## config.mk

```make
export PLATFORM = sky130hd
export DESIGN_NAME = uart_rx_fifo_gen2
export DESIGN_NICKNAME = d
export VERILOG_FILES = /design/src/rtl/uart_gen2_pkg.sv /design/src/rtl/uart_sync_fifo.sv /design/src/rtl/uart_rx_fifo_gen2.sv
export SDC_FILE = /design/constraint.sdc
export NUM_CORES = 1
export LEC_CHECK = 0
export BUFFER_PORTS_ARGS = -buffer_cell sky130_fd_sc_hd__buf_2
export CAP_MARGIN = 0
export CELL_PAD_IN_SITES_DETAIL_PLACEMENT = 1
export CELL_PAD_IN_SITES_GLOBAL_PLACEMENT = 1
export CORE_UTILIZATION = 47
export CTS_CLUSTER_DIAMETER = 50
export DETAILED_ROUTE_END_ITERATION = 10
export HOLD_SLACK_MARGIN = 0.05
export PLACE_DENSITY = 0.82
export SLEW_MARGIN = 40
export SYNTH_ARGS = -nofsm -noshare
export SYNTH_HDL_FRONTEND = slang
export SYNTH_SLANG_ARGS = --single-unit
```

## constraint.sdc

```tcl
create_clock -name CLK -period 3.45 [get_ports CLK]
set_clock_uncertainty 0.2 [all_clocks]
set_input_delay 0.1725 -clock CLK [delete_from_list [all_inputs] [get_ports CLK]]
set_output_delay 0.1725 -clock CLK [all_outputs]
set_load 0.005 [all_outputs]
```

## src/rtl/uart_gen2_pkg.sv

```systemverilog
// Shared types and constants for the second-generation UART receive path.
package uart_gen2_pkg;

  // Receiver frame states; the FSM also drives this onto a debug port.
  typedef enum logic [2:0] {
    ST_IDLE   = 3'd0,
    ST_START  = 3'd1,
    ST_DATA   = 3'd2,
    ST_PARITY = 3'd3,
    ST_STOP1  = 3'd4,
    ST_STOP2  = 3'd5
  } rx_state_t;

  // DATA_BITS encodings.
  localparam logic [1:0] DBITS_5 = 2'b00;
  localparam logic [1:0] DBITS_6 = 2'b01;
  localparam logic [1:0] DBITS_7 = 2'b10;
  localparam logic [1:0] DBITS_8 = 2'b11;

  // FIFO entry layout: {FE, PE, data[7:0]}.
  localparam int ENTRY_W = 10;

  // Oversample positions within a 16-tick bit cell.
  localparam logic [3:0] SAMPLE_A   = 4'd7;
  localparam logic [3:0] SAMPLE_B   = 4'd8;
  localparam logic [3:0] MID_SAMPLE = 4'd9;

  // Index of the last data bit for a DATA_BITS encoding (5..8 bits -> 4..7).
  function automatic logic [2:0] last_bit_idx(input logic [1:0] code);
    return {1'b0, code} + 3'd4;
  endfunction

  // Two-out-of-three vote.
  function automatic logic maj3(input logic a, input logic b, input logic c);
    return (a & b) | (a & c) | (b & c);
  endfunction

endpackage

```

## src/rtl/uart_sync_fifo.sv

```systemverilog
// Show-ahead synchronous FIFO holding received entries. Pointers carry an
// extra wrap bit so full and empty are distinguished without a counter.
// A write while full is accepted only when a read happens on the same edge.
module uart_sync_fifo
  import uart_gen2_pkg::*;
#(
  parameter int DEPTH = 16,
  parameter int W     = ENTRY_W
) (
  input  logic                   CLK,
  input  logic                   RESET_N,
  input  logic                   wr_en,
  input  logic [W-1:0]           wr_data,
  input  logic                   rd_en,
  output logic [W-1:0]           rd_data,
  output logic                   full,
  output logic                   empty,
  output logic [$clog2(DEPTH):0] level
);

  localparam int AW = $clog2(DEPTH);
  localparam logic [AW:0] DEPTH_L = (AW+1)'(DEPTH);

  logic [W-1:0] mem [DEPTH];
  logic [AW:0]  wr_ptr;
  logic [AW:0]  rd_ptr;
  logic         wr_ok;
  logic         rd_ok;

  assign level = wr_ptr - rd_ptr;
  assign empty = (wr_ptr == rd_ptr);
  assign full  = (level == DEPTH_L);
  assign rd_ok = rd_en && !empty;
  assign wr_ok = wr_en && (!full || rd_en);

  // Head entry is visible combinationally; an empty FIFO reads as zero.
  assign rd_data = empty ? '0 : mem[rd_ptr[AW-1:0]];

  // Pointer update for accepted writes and reads.
  always_ff @(posedge CLK or negedge RESET_N) begin
    if (!RESET_N) begin
      wr_ptr <= '0;
      rd_ptr <= '0;
    end else begin
      if (wr_ok) wr_ptr <= wr_ptr + 1'b1;
      if (rd_ok) rd_ptr <= rd_ptr + 1'b1;
    end
  end

  // Storage write; contents need no reset because empty masks the output.
  always_ff @(posedge CLK) begin
    if (wr_ok) mem[wr_ptr[AW-1:0]] <= wr_data;
  end

endmodule

```

## src/rtl/uart_rx_fifo_gen2.sv

```systemverilog
// UART receiver with 16x oversampling, majority voting, configurable frame
// format, break detection, idle timeout and an integrated receive FIFO.
//
// Read side handshake: RXRDY is the valid indication for the show-ahead head
// entry on RD_DATA/RD_PE/RD_FE. RD_EN acts as ready; an entry is consumed on
// any CLK edge where RD_EN and RXRDY are both high, and RD_EN while RXRDY is
// low has no effect on the FIFO.
module uart_rx_fifo_gen2
  import uart_gen2_pkg::*;
#(
  parameter int DEPTH         = 16,
  parameter int BAUD_W        = 16,
  parameter int TIMEOUT_CHARS = 4
) (
  input  logic                   CLK,
  input  logic                   RESET_N,
  input  logic [BAUD_W-1:0]      BAUD_DIV,
  input  logic [1:0]             DATA_BITS,
  input  logic                   PARITY_EN,
  input  logic                   ODD_N_EVEN,
  input  logic                   TWO_STOP,
  input  logic                   RX,
  input  logic                   RD_EN,
  output logic [7:0]             RD_DATA,
  output logic                   RD_PE,
  output logic                   RD_FE,
  output logic                   RXRDY,
  output logic [$clog2(DEPTH):0] LEVEL,
  output logic                   OVERFLOW,
  input  logic                   CLR_OVERFLOW,
  output logic                   TIMEOUT,
  output logic                   BREAK_DET,
  output rx_state_t              DBG_STATE
);

  localparam logic [7:0] TO_LIMIT = 8'(TIMEOUT_CHARS * 10);

  logic              rx_s1, rx_s2, rx_prev;
  logic [BAUD_W-1:0] tick_cnt;
  logic              tick;
  logic [3:0]        samp_cnt;
  logic              s_a, s_b;
  rx_state_t         state, state_nxt;
  logic [7:0]        data_q;
  logic [2:0]        bit_idx;
  logic              pe_q, fe_q, hi_seen;
  logic              brk_wait;
  logic              push_q, brk_q;
  logic [ENTRY_W-1:0] push_entry;
  logic              ovf_q;
  logic [3:0]        idle_ticks;
  logic [7:0]        idle_bits;

  logic              bit_val, mid, start_edge, do_push;
  logic              fe_final, hi_final;

  logic [ENTRY_W-1:0]     fifo_rd_data;
  logic                   fifo_full, fifo_empty;
  logic [$clog2(DEPTH):0] fifo_level;

  assign tick       = (tick_cnt == '0);
  assign mid        = tick && (state != ST_IDLE) && (samp_cnt == MID_SAMPLE);
  assign bit_val    = maj3(s_a, s_b, rx_s2);
  assign start_edge = (state == ST_IDLE) && rx_prev && !rx_s2 && !brk_wait;
  assign fe_final   = fe_q | ~bit_val;
  assign hi_final   = hi_seen | bit_val;

  // Two-stage synchroniser plus a delayed copy for falling-edge detection.
  always_ff @(posedge CLK or negedge RESET_N) begin
    if (!RESET_N) begin
      rx_s1   <= 1'b1;
      rx_s2   <= 1'b1;
      rx_prev <= 1'b1;
    end else begin
      rx_s1   <= RX;
      rx_s2   <= rx_s1;
      rx_prev <= rx_s2;
    end
  end

  // Free-running oversample tick; BAUD_DIV is only picked up at reload.
  always_ff @(posedge CLK or negedge RESET_N) begin
    if (!RESET_N)  tick_cnt <= '0;
    else if (tick) tick_cnt <= BAUD_DIV;
    else           tick_cnt <= tick_cnt - 1'b1;
  end

  // Sample position within the current bit cell and the two early votes.
  always_ff @(posedge CLK or negedge RESET_N) begin
    if (!RESET_N) begin
      samp_cnt <= '0;
      s_a      <= 1'b1;
      s_b      <= 1'b1;
    end else if (start_edge) begin
      samp_cnt <= '0;
    end else if (tick && state != ST_IDLE) begin
      samp_cnt <= samp_cnt + 1'b1;
      if (samp_cnt == SAMPLE_A) s_a <= rx_s2;
      if (samp_cnt == SAMPLE_B) s_b <= rx_s2;
    end
  end

  // Frame FSM state register.
  always_ff @(posedge CLK or negedge RESET_N) begin
    if (!RESET_N) state <= ST_IDLE;
    else          state <= state_nxt;
  end

  // Next-state logic; every decision is taken on the mid-bit vote.
  always_comb begin
    state_nxt = state;
    do_push   = 1'b0;
    case (state)
      ST_IDLE:   if (start_edge) state_nxt = ST_START;
      ST_START:  if (mid) state_nxt = bit_val ? ST_IDLE : ST_DATA;
      ST_DATA:   if (mid && bit_idx == last_bit_idx(DATA_BITS))
                   state_nxt = PARITY_EN ? ST_PARITY : ST_STOP1;
      ST_PARITY: if (mid) state_nxt = ST_STOP1;
      ST_STOP1:  if (mid) begin
                   if (TWO_STOP) begin
                     state_nxt = ST_STOP2;
                   end else begin
                     state_nxt = ST_IDLE;
                     do_push   = 1'b1;
                   end
                 end
      ST_STOP2:  if (mid) begin
                   state_nxt = ST_IDLE;
                   do_push   = 1'b1;
                 end
      default:   state_nxt = ST_IDLE;
    endcase
  end

  // Frame datapath: data assembly, parity/framing flags, any-one tracking.
  always_ff @(posedge CLK or negedge RESET_N) begin
    if (!RESET_N) begin
      data_q  <= '0;
      bit_idx <= '0;
      pe_q    <= 1'b0;
      fe_q    <= 1'b0;
      hi_seen <= 1'b0;
    end else if (start_edge) begin
      data_q  <= '0;
      bit_idx <= '0;
      pe_q    <= 1'b0;
      fe_q    <= 1'b0;
      hi_seen <= 1'b0;
    end else if (mid) begin
      case (state)
        ST_DATA: begin
          data_q[bit_idx] <= bit_val;
          bit_idx         <= bit_idx + 3'd1;
          hi_seen         <= hi_final;
        end
        ST_PARITY: begin
          pe_q    <= (^data_q) ^ bit_val ^ ODD_N_EVEN;
          hi_seen <= hi_final;
        end
        ST_STOP1: begin
          fe_q    <= ~bit_val;
          hi_seen <= hi_final;
        end
        default: ;
      endcase
    end
  end

  // Register the push one cycle after the final stop vote; a frame with no
  // high bit anywhere is a break and also arms the wait-for-idle-line lock.
  always_ff @(posedge CLK or negedge RESET_N) begin
    if (!RESET_N) begin
      push_q     <= 1'b0;
      brk_q      <= 1'b0;
      push_entry <= '0;
      brk_wait   <= 1'b0;
    end else begin
      push_q <= do_push;
      brk_q  <= do_push && !hi_final;
      if (do_push) push_entry <= {fe_final, pe_q, data_q};
      if (do_push && !hi_final) brk_wait <= 1'b1;
      else if (rx_s2)           brk_wait <= 1'b0;
    end
  end

  uart_sync_fifo #(
    .DEPTH (DEPTH),
    .W     (ENTRY_W)
  ) u_fifo (
    .CLK     (CLK),
    .RESET_N (RESET_N),
    .wr_en   (push_q),
    .wr_data (push_entry),
    .rd_en   (RD_EN),
    .rd_data (fifo_rd_data),
    .full    (fifo_full),
    .empty   (fifo_empty),
    .level   (fifo_level)
  );

  // Sticky overflow; a drop in the same cycle wins over the clear.
  always_ff @(posedge CLK or negedge RESET_N) begin
    if (!RESET_N)                             ovf_q <= 1'b0;
    else if (push_q && fifo_full && !RD_EN)   ovf_q <= 1'b1;
    else if (CLR_OVERFLOW)                    ovf_q <= 1'b0;
  end

  // Idle timer in bit times while data waits and no frame is in progress.
  always_ff @(posedge CLK or negedge RESET_N) begin
    if (!RESET_N) begin
      idle_ticks <= '0;
      idle_bits  <= '0;
    end else if (RD_EN || start_edge || fifo_level == '0) begin
      idle_ticks <= '0;
      idle_bits  <= '0;
    end else if (tick && state == ST_IDLE) begin
      if (idle_ticks == 4'd15) begin
        idle_ticks <= '0;
        if (idle_bits != TO_LIMIT) idle_bits <= idle_bits + 8'd1;
      end else begin
        idle_ticks <= idle_ticks + 4'd1;
      end
    end
  end

  assign {RD_FE, RD_PE, RD_DATA} = fifo_rd_data;
  assign RXRDY     = !fifo_empty;
  assign LEVEL     = fifo_level;
  assign OVERFLOW  = ovf_q;
  assign TIMEOUT   = (idle_bits == TO_LIMIT);
  assign BREAK_DET = brk_q;
  assign DBG_STATE = state;

endmodule

```

==> results.yml, run 1 <==
run_status:
  status: "finished, final reports clean"
synthesis:
  synth_cell_types: 57
  synth_enable_flop_cells: 160
  seq_area_frac_synth: 0.6492
  async_reset_ff_frac: 0.3277
  netlist_instances: 670
  netlist.area_leader.share: 0.4612
  synth_area_per_cell_sq_um: 15.55
  synthFlopType: "edfxtp_1"
  synth-seq-cells: 238
  synth_area_sq_um: 10420
  yosysWarningCount: 0
  synth_top_area_cell: "edfxtp_1"
  synthTopCellsByArea: "edfxtp_1, dfrtp_1, mux4_2"
  synth_nets: 715
power_and_ir_drop:
  power.density_nw_per_um2: 606.5
  leakage_nw: 4.846
  peakVddDrop_mv: 0.4037
run:
  max_cap_viol_count: 0
placement:
  port_buffers: 47
  place.detailed.hpwl_um: 18200
  gp_congestion: 0.8872
  place_area_sq_um: 11090
  place_ws_ns: -0.02136
hold_path:
  holdCritPathClass: "in -> async"
die:
  die_x_um: 150.9
  fp.dieH_um: 150.9
  io_pins: 48
  num_rows: 54
  initial_core_util: 0.4788
  fp.dieArea_sq_um: 22760
  core_area_sq_um: 21760
sta:
  max_freq_mhz: 298.6
  hold_violations: 0
  slew_headroom: 0.3994
  tns_ns: 0
  whs_ns: 0.05672
  worst_slack_ns: 0.1013
  rsz0062_at_grt: "no"
  period_share: 0.9706
  drv_slew: 0
  worst_slew_pin_slew_ns: 0.9008
  setup_viol: 0
  period_minus_slack_ns: 3.349
worst_setup_path:
  cp_max_fo: 14
  r2r-start: "u_fifo.wr_ptr[0]$_DFFE_PN0P_"
  critPathRequiredTime_ns: 3.54
  critPathLaunchType: "flip-flop"
  end_kind: "flip-flop"
  crit_arrival_ns: 3.44
  cp_slowest_cell: "fa_1"
  critical_path_class: "reg -> reg"
  slowest_delay_ns: 0.50
  crit_path_cell_trace: "inv_1, ha_1, fa_1, inv_1, or3_1, a211oi_2, a21boi_1, buf_4, and3_1, buf_4"
  r2r_end: "u_fifo.mem[14][5]$_DFFE_PP_"
  rrSetupSlack_ns: 0.10
  r2r_cells: 10
routing:
  drt_iter0_drc: 402
  vias: 6356
  route.antenna.remaining_nets: 0
  wl_per_cell_um: 25.20
  finalWirelength_um: 27060
  drt-pass1-iter-count: 4
  viasPerCell: 5.918
  drc_errors: 0
cts:
  clock_latency_ns: 0.54
  cts_made_buffers: 27
  cts_setup_buffers: 0
  clock_path_buffers: 3
  clk_pin_slew_ns: 0.06
  cts_sinks: 238
  tritoncts: "done"
  h-tree-depth: 1
  root_buffer: "clkbuf_16"
cells_and_area:
  fin_area_sq_um: 12270
  final_common_cell: "edfxtp_1"
  fillers: 2056
  area_delta_synth_final_pct: 17.74
  drive_gt1_frac: 0.2519
  layout_common_cells: "edfxtp_1, dfrtp_1, mux4_2"
  n_antenna_cell: 0
  layout.nets: 818
  postLayoutCoreUtil: 0.5638
grt:
  grt_max_degree: 79
  grt_pass1_vias: 6877
  antenna_found_initial: 1
  grt_pass1_wl_um: 41760
  grt.overflow.total: 0
  grt_usage: 0.2515
==> cell type report <==
cell class	count	area, sq um	share of cell area
Sequential cell	238	6764	0.5515
Multi-Input combinational cell	388	3485	0.2841
Clock buffer	36	760.7	0.06202
Timing Repair Buffer	101	718.2	0.05855
Tap cell	280	350.3	0.02856
Clock inverter	14	123.9	0.01010
Inverter	17	63.81	0.005202
==> cell usage after synthesis (all sizes together), types with 7 or more instances <==
cell type,instances
edfxtp,160
dfrtp,73
mux4,50
nor2,40
nand2,33
xnor2,30
o21ai,21
ha,18
clkbuf,17
inv,17
nand3,17
and3,16
a21oi,15
mux2,14
xor2,14
nor2b,13
nand4,12
o31ai,12
nor3,11
buf,10
and2,7
nand2b,7
o211ai,7
==> flip-flops by register name (all words and copies together) (netlist names), 3 cells and up <==
signal and count:
bit_idx 3, u_fifo.rd_ptr 5, tick_cnt 16, u_fifo.mem 160
idle_bits 8, DBG_STATE 3, u_fifo.wr_ptr 5, idle_ticks 4
push_entry 10, data_q 8, samp_cnt 4
==> power breakdown <==
group          internal, mW  leakage [nW]  switching (mW)
clock network          1.64         0.409            1.17
registers              3.10          2.73          0.0913
logic                 0.683          1.70           0.755
==> worst max-delay path by stage <==
stage,endpoint,from
4_1_cts,u_fifo.mem[15][4]$_DFFE_PP_,u_fifo.wr_ptr[0]$_DFFE_PN0P_
6_report,u_fifo.mem[14][5]$_DFFE_PP_,u_fifo.wr_ptr[0]$_DFFE_PN0P_
5_1_grt,u_fifo.mem[8][7]$_DFFE_PP_,u_fifo.wr_ptr[0]$_DFFE_PN0P_
2_1_floorplan,u_fifo.mem[12][0]$_DFFE_PP_,u_fifo.rd_ptr[1]$_DFFE_PN0P_
3_5_place_dp,u_fifo.mem[7][7]$_DFFE_PP_,u_fifo.wr_ptr[0]$_DFFE_PN0P_
3_3_place_gp,u_fifo.mem[3][2]$_DFFE_PP_,u_fifo.wr_ptr[0]$_DFFE_PN0P_
==> critical path: cells and delay by family, from the launching register on <==
family / cells / cell delay (ns)
flip-flops: 1 / 0.45
AND/OR/NAND/NOR: 2 / 0.63
buffers and inverters: 4 / 0.62
AO/OA/AOI/OAI: 2 / 0.44
adder cells (fa/ha/maj): 2 / 0.74
==> kinds of logic after synthesis <==
kind of cell	Yosys count	synth area share
flops	238	0.6492
fa+ha+maj	20	0.02450
simple gates	187	0.1000
compound gates	69	0.04132
mux	68	0.1303
xor+xnor	44	0.03699
buf+inv	44	0.01766
==> metrics by stage <==
step           total power, mW  instances
3_3_place_gp             4.577        997
6_report                 7.439       1074
5_1_grt                  7.745       1074
4_1_cts                  7.511       1074
2_1_floorplan            4.240        670
3_5_place_dp             4.669        997
==> routing by layer <==
metal / routed length (um) / global-route usage / vias up / part of all wire
li1: - / - / 2782 / -
met1: 10650 / 0.3093 / 3294 / 0.39
met2: 13980 / 0.4422 / 214 / 0.52
met3: 1408 / 0.04548 / 64 / 0.052
met4: 1012 / 0.09250 / 2 / 0.037
met5: 13 / 0 / - / 0.00048
==> timing repair <==
item | 4_1_cts | 5_1_grt
endpoints found under the hold margin | 119 | 0
setup endpoints to repair | 39 | 20
resized for setup | 3 | 2
hold buffers | 27 | 0
pin swaps | 0 | 0
(Power assumes the default switching activity.)
==> inputs of run 2 (changes only) <==
--- a/config.mk
+++ b/config.mk
@@ -9,11 +9,11 @@
 export CAP_MARGIN = 0
 export CELL_PAD_IN_SITES_DETAIL_PLACEMENT = 1
 export CELL_PAD_IN_SITES_GLOBAL_PLACEMENT = 1
-export CORE_UTILIZATION = 47
+export CORE_UTILIZATION = 39
 export CTS_CLUSTER_DIAMETER = 50
 export DETAILED_ROUTE_END_ITERATION = 10
 export HOLD_SLACK_MARGIN = 0.05
-export PLACE_DENSITY = 0.82
+export PLACE_DENSITY = 0.72
 export SLEW_MARGIN = 40
 export SYNTH_ARGS = -nofsm -noshare
 export SYNTH_HDL_FRONTEND = slang
==> run 2 against run 1 <==
  * The flow now finishes with violations (DRC)
  * Die area is 20% higher
  * Register-to-register slack better by 0.16 ns
  * Worst hold slack improved by 0.021 ns
  * Combinational power barely moved
  * Design area rose by 1.4%
  * Worst setup slack gained 0.15 ns
  * Global-route usage down 5.1 points
  * Routed wire length shrank 4.3%
  * Clock power is 6% higher
  * Cell count is 5.3% higher
  * Critical path type is now reg -> out
  * Largest power group unchanged
==> results.yml, run 2 (same netlist as run 1, synthesis figures left out) <==
cells_and_area:
  largest_reg_flops: 160
  drive_gt1_frac: 0.2487
  layout_common_cells: "edfxtp_1, dfrtp_1, mux4_2"
  area_delta_synth_final_pct: 19.34
  fin_area_sq_um: 12430
  n_antenna_cell: 0
  layout.nets: 819
  final_common_cell: "edfxtp_1"
  fillers: 2604
routing:
  finalWirelength_um: 25910
  drt_iter0_drc: 407
  wl_per_cell_um: 22.91
  drt-pass1-iter-count: 7
  vias: 6233
  viasPerCell: 5.511
  drc_errors: 2
  route.antenna.remaining_nets: 0
sta:
  setup_viol: 0
  period_share: 0.9263
  hold_violations: 0
  period_minus_slack_ns: 3.196
  worst_slew_pin_slew_ns: 0.8062
  rsz0062_at_grt: "no"
  worst_slack_ns: 0.2541
  slew_headroom: 0.4626
  tns_ns: 0
  max_freq_mhz: 312.9
  drv_slew: 0
cts:
  cts_sinks: 238
  h-tree-depth: 1
  tritoncts: "done"
  clock_latency_ns: 0.53
  clk_pin_slew_ns: 0.06
  cts_made_buffers: 28
  clock_path_buffers: 3
  root_buffer: "clkbuf_16"
die:
  initial_core_util: 0.3986
  fp.dieArea_sq_um: 27370
  io_pins: 48
  fp.dieH_um: 165.4
  die_x_um: 165.4
  core_area_sq_um: 26130
  num_rows: 59
worst_setup_path:
  cp_num_buf_inv: 2
  slowest_delay_ns: 0.64
  crit_arrival_ns: 2.82
  cp_max_fo: 43
  end_kind: "output port"
  crit_top_cell: "mux4_2"
  cp_slowest_cell: "mux4_2"
  critPathRequiredTime_ns: 3.08
  cpLargestDelayFamily: "multiplexers"
  critical_path_class: "reg -> out"
  rrSetupSlack_ns: 0.26
  crit_path_cell_trace: "buf_6, mux4_2, mux4_2, nor2b_1, buf_2"
  critPathLaunchType: "flip-flop"
grt:
  grt_max_degree: 79
  antenna_found_initial: 0
  grt.overflow.total: 0
  grt_pass1_vias: 6848
  grt_usage: 0.2006
  grt_pass1_wl_um: 40790
power_and_ir_drop:
  power.density_nw_per_um2: 614.0
  finalPower_mw: 7.634
  peakVddDrop_mv: 0.3622
  leakage_nw: 4.896
placement:
  place_ws_ns: 0.1339
  place_area_sq_um: 11200
  gp_congestion: 0.8338
  place.detailed.hpwl_um: 17160
  port_buffers: 47
run_status:
  status: "finished, violations left"
  violations: "DRC"
run:
  max_cap_viol_count: 0
hold_path:
  holdCritPathClass: "in -> async"
## run 2: repair_timing
item	in CTS	in global routing
setup buffers	0	0
hold endpoints to repair	119	0
hold buffers	28	0
endpoints found under the setup margin	0	15
resized for setup	0	2
## run 2: through the flow
step | utilization | cells | hold WS [ns]
4_1_cts | 0.4755 | 1131 | 0.07232
5_1_grt | 0.4757 | 1131 | 0.09709
3_5_place_dp | 0.4284 | 1051 | 0.06492
3_3_place_gp | 0.4281 | 1051 | 0.08247
2_1_floorplan | - | 670 | -0.3231
6_report | 0.4757 | 1131 | 0.07766
## run 2: metal layers
layer  track usage  vias to the layer above  wire [um]
met5             0                        -          0
met4       0.05868                        0        641
met3       0.04146                       43       1614
met2        0.3330                      176      12770
met1        0.2657                     3247      10880
li1              -                     2767          -
## run 2: path summary, 6_finish.rpt
| check | from | endpoint | cells past startpoint |
|---|---|---|---|
| max | u_fifo.rd_ptr[0]$_DFFE_PN0P_ | RD_FE | 5 |
| min | RESET_N | tick_cnt[9]$_DFF_PN0_ | 2 |
| max reg2reg | u_fifo.wr_ptr[0]$_DFFE_PN0P_ | u_fifo.mem[3][4]$_DFFE_PP_ | 9 |
| min reg2reg | rx_s1$_DFF_PN1_ | rx_s2$_DFF_PN1_ | 0 |
| max in group asynchronous | RESET_N | u_fifo.rd_ptr[0]$_DFFE_PN0P_ | 2 |
| min in group CLK | DATA_BITS[1] | DBG_STATE[0]$_DFFE_PN0P_ | 6 |
## run 2: worst register-to-register path, cell delays in order, from the launching register on
cell and delay, ns:
dfrtp_1 0.41, inv_1 0.14, ha_1 0.23, fa_1 0.41, xnor2_1 0.19, or3_1 0.17
a211oi_2 0.06, buf_4 0.17, a21oi_1 0.42, and2_1 0.45
## run 2: cell type report
| class | instances | area (sq um) | share of cell area |
|---|---|---|---|
| clock buffers | 35 | 768.2 | 0.06180 |
| inverters | 17 | 63.81 | 0.005133 |
| repair buffers | 101 | 758.2 | 0.06099 |
| well taps | 335 | 419.2 | 0.03372 |
| multi-input cells | 388 | 3477 | 0.2797 |
| clock inverters | 17 | 181.4 | 0.01459 |
| flip-flops and latches | 238 | 6764 | 0.5441 |
## run 2: power by group
group,switching (mW),internal (mW),total [mW]
registers,0.0956,3.10,3.20
clock network,1.23,1.76,2.98
logic,0.766,0.684,1.45
total,2.09,5.54,7.63
==> inputs of run 3 (changes only) <==
--- a/config.mk
+++ b/config.mk
@@ -12,7 +12,7 @@
 export CORE_UTILIZATION = 39
 export CTS_CLUSTER_DIAMETER = 50
 export DETAILED_ROUTE_END_ITERATION = 10
-export HOLD_SLACK_MARGIN = 0.05
+export HOLD_SLACK_MARGIN = 0.12
 export PLACE_DENSITY = 0.72
 export SLEW_MARGIN = 40
 export SYNTH_ARGS = -nofsm -noshare
==> run 3 against run 2 <==
  * The flow still finishes with violations (DRC)
  * Worst setup slack got worse by 0.013 ns
  * Register-to-register slack barely moved
  * Sequential share of layout area fell by 0.25 points
  * Critical endpoint unchanged
==> results.yml, run 3 (same netlist as run 1, synthesis figures left out) <==
run_status:
  status: "finished, violations left"
  violations: "DRC"
cells_and_area:
  layout.area.seq_sq_um: 6764
  largest_reg_flops: 160
  n_antenna_cell: 0
  drive_gt1_frac: 0.2488
  fillers: 2601
  layout.nets: 823
  final_common_cell: "edfxtp_1"
  area_delta_synth_final_pct: 19.89
  multi_input_area_sq_um: 3477
  layout_common_cells: "edfxtp_1, dfrtp_1, mux4_2"
  fin_cells: 1135
sta:
  period_share: 0.9300
  setup_viol: 0
  period_minus_slack_ns: 3.209
  whs_ns: 0.1658
  hold_violations: 0
  max_freq_mhz: 311.7
  slew_headroom: 0.4436
  rsz0062_at_grt: "no"
  worst_slew_pin_slew_ns: 0.8347
  drv_slew: 0
  tns_ns: 0
worst_setup_path:
  cp_num_buf_inv: 2
  cpLargestDelayFamily: "multiplexers"
  end_kind: "output port"
  slowest_delay_ns: 0.64
  cp_max_fo: 43
  crit_path_cell_trace: "buf_6, mux4_2, mux4_2, nor2b_1, buf_2"
  startpoint: "u_fifo.rd_ptr[0]$_DFFE_PN0P_"
  critical_path_class: "reg -> out"
  crit_top_cell: "mux4_2"
  r2r-start: "u_fifo.wr_ptr[0]$_DFFE_PN0P_"
  critPathRequiredTime_ns: 3.08
  critPathLaunchType: "flip-flop"
  crit_arrival_ns: 2.84
  cp_slowest_cell: "mux4_2"
grt:
  grt.overflow.total: 0
  grt_pass1_vias: 6859
  grt_pass1_wl_um: 41010
  grt_usage: 0.2018
  antenna_found_initial: 0
  grt_max_degree: 74
cts:
  clock_latency_ns: 0.54
  h-tree-depth: 1
  cts_sinks: 238
  cts_made_buffers: 28
  clk_pin_slew_ns: 0.06
  cts_setup_buffers: 0
  root_buffer: "clkbuf_16"
  clock_path_buffers: 3
  tritoncts: "done"
routing:
  route.antenna.remaining_nets: 0
  drc_errors: 2
  vias: 6276
  finalWirelength_um: 26030
  drt_iter0_drc: 392
  viasPerCell: 5.530
  wl_per_cell_um: 22.93
  drt-pass1-iter-count: 8
die:
  fp.dieArea_sq_um: 27370
  core_area_sq_um: 26130
  num_rows: 59
  io_pins: 48
  fp.dieH_um: 165.4
  die_x_um: 165.4
  initial_core_util: 0.3986
hold_path:
  holdCritPathClass: "reg -> reg"
  hp-start: "rx_s1$_DFF_PN1_"
power_and_ir_drop:
  peakVddDrop_mv: 0.3614
  power.density_nw_per_um2: 611.6
  leakage_nw: 4.921
placement:
  port_buffers: 47
  gp_congestion: 0.8338
  place.detailed.hpwl_um: 17160
  dpl.cell_count: 1051
run:
  max_cap_viol_count: 0
run 3: cell types whose count changed in the layout (fill, tap and decap cells not counted), sizes merged:
cell	delta
buf	+1
dlygate4sd3	+3
run 3: worst paths after layout:
check	end	slack, ns	depth (start not counted)
max	RD_FE	0.24	5
min	rx_s2$_DFF_PN1_	0.17	0
max reg2reg	u_fifo.mem[3][4]$_DFFE_PP_	0.27	9
min reg2reg	rx_s2$_DFF_PN1_	0.17	0
max in group asynchronous	push_entry[7]$_DFFE_PN0P_	2.12	4
min in group asynchronous	s_a$_DFFE_PN1P_	0.55	3
run 3: area by class of cell:
class	count	share of cell area
Inverter	17	0.005109
Tap cell	335	0.03356
Timing Repair Buffer	105	0.06532
Sequential cell	238	0.5416
Multi-Input combinational cell	388	0.2784
Clock buffer	35	0.06151
Clock inverter	17	0.01453
run 3: repair_timing:
| item | CTS | global route |
|---|---|---|
| setup endpoints to repair | 0 | 15 |
| resized for setup | 0 | 2 |
| endpoints found under the hold margin | 121 | 0 |
| hold buffers | 32 | 0 |
run 3: routing by layer:
metal  up-vias  GRT usage  routed length [um]
met3        45    0.04146                1590
met1      3261     0.2662               10960
met5         -          0                   0
met4         0    0.05868                 663
li1       2781          -                   -
met2       189     0.3368               12810
run 3: worst register-to-register path, stage by stage, from the launching register on:
cell and delay (ns):
dfrtp_1 0.40, inv_1 0.13, ha_1 0.23, fa_1 0.41, xnor2_1 0.19, or3_1 0.17, a211oi_2 0.06, buf_4 0.17
a21oi_1 0.43, and2_1 0.45
run 3: metrics by stage:
stage / instance area, sq um / util / setup WS [ns] / power [mW]
final: 12490 / 0.4779 / 0.2415 / 7.639
after detailed placement: 11200 / 0.4284 / 0.1339 / 4.687
after CTS: 12480 / 0.4777 / 0.00002043 / 7.701
after global placement: 11190 / 0.4281 / 0.3440 / 4.628
after global routing: 12490 / 0.4779 / 0.02973 / 7.949
after floorplan: 10420 / - / 0.1452 / 4.240
run 3: power breakdown:
part | switching, mW | internal, mW | total (mW)
Clock | 1.23 | 1.76 | 2.98
Sequential | 0.0956 | 3.10 | 3.20
Combinational | 0.765 | 0.689 | 1.45
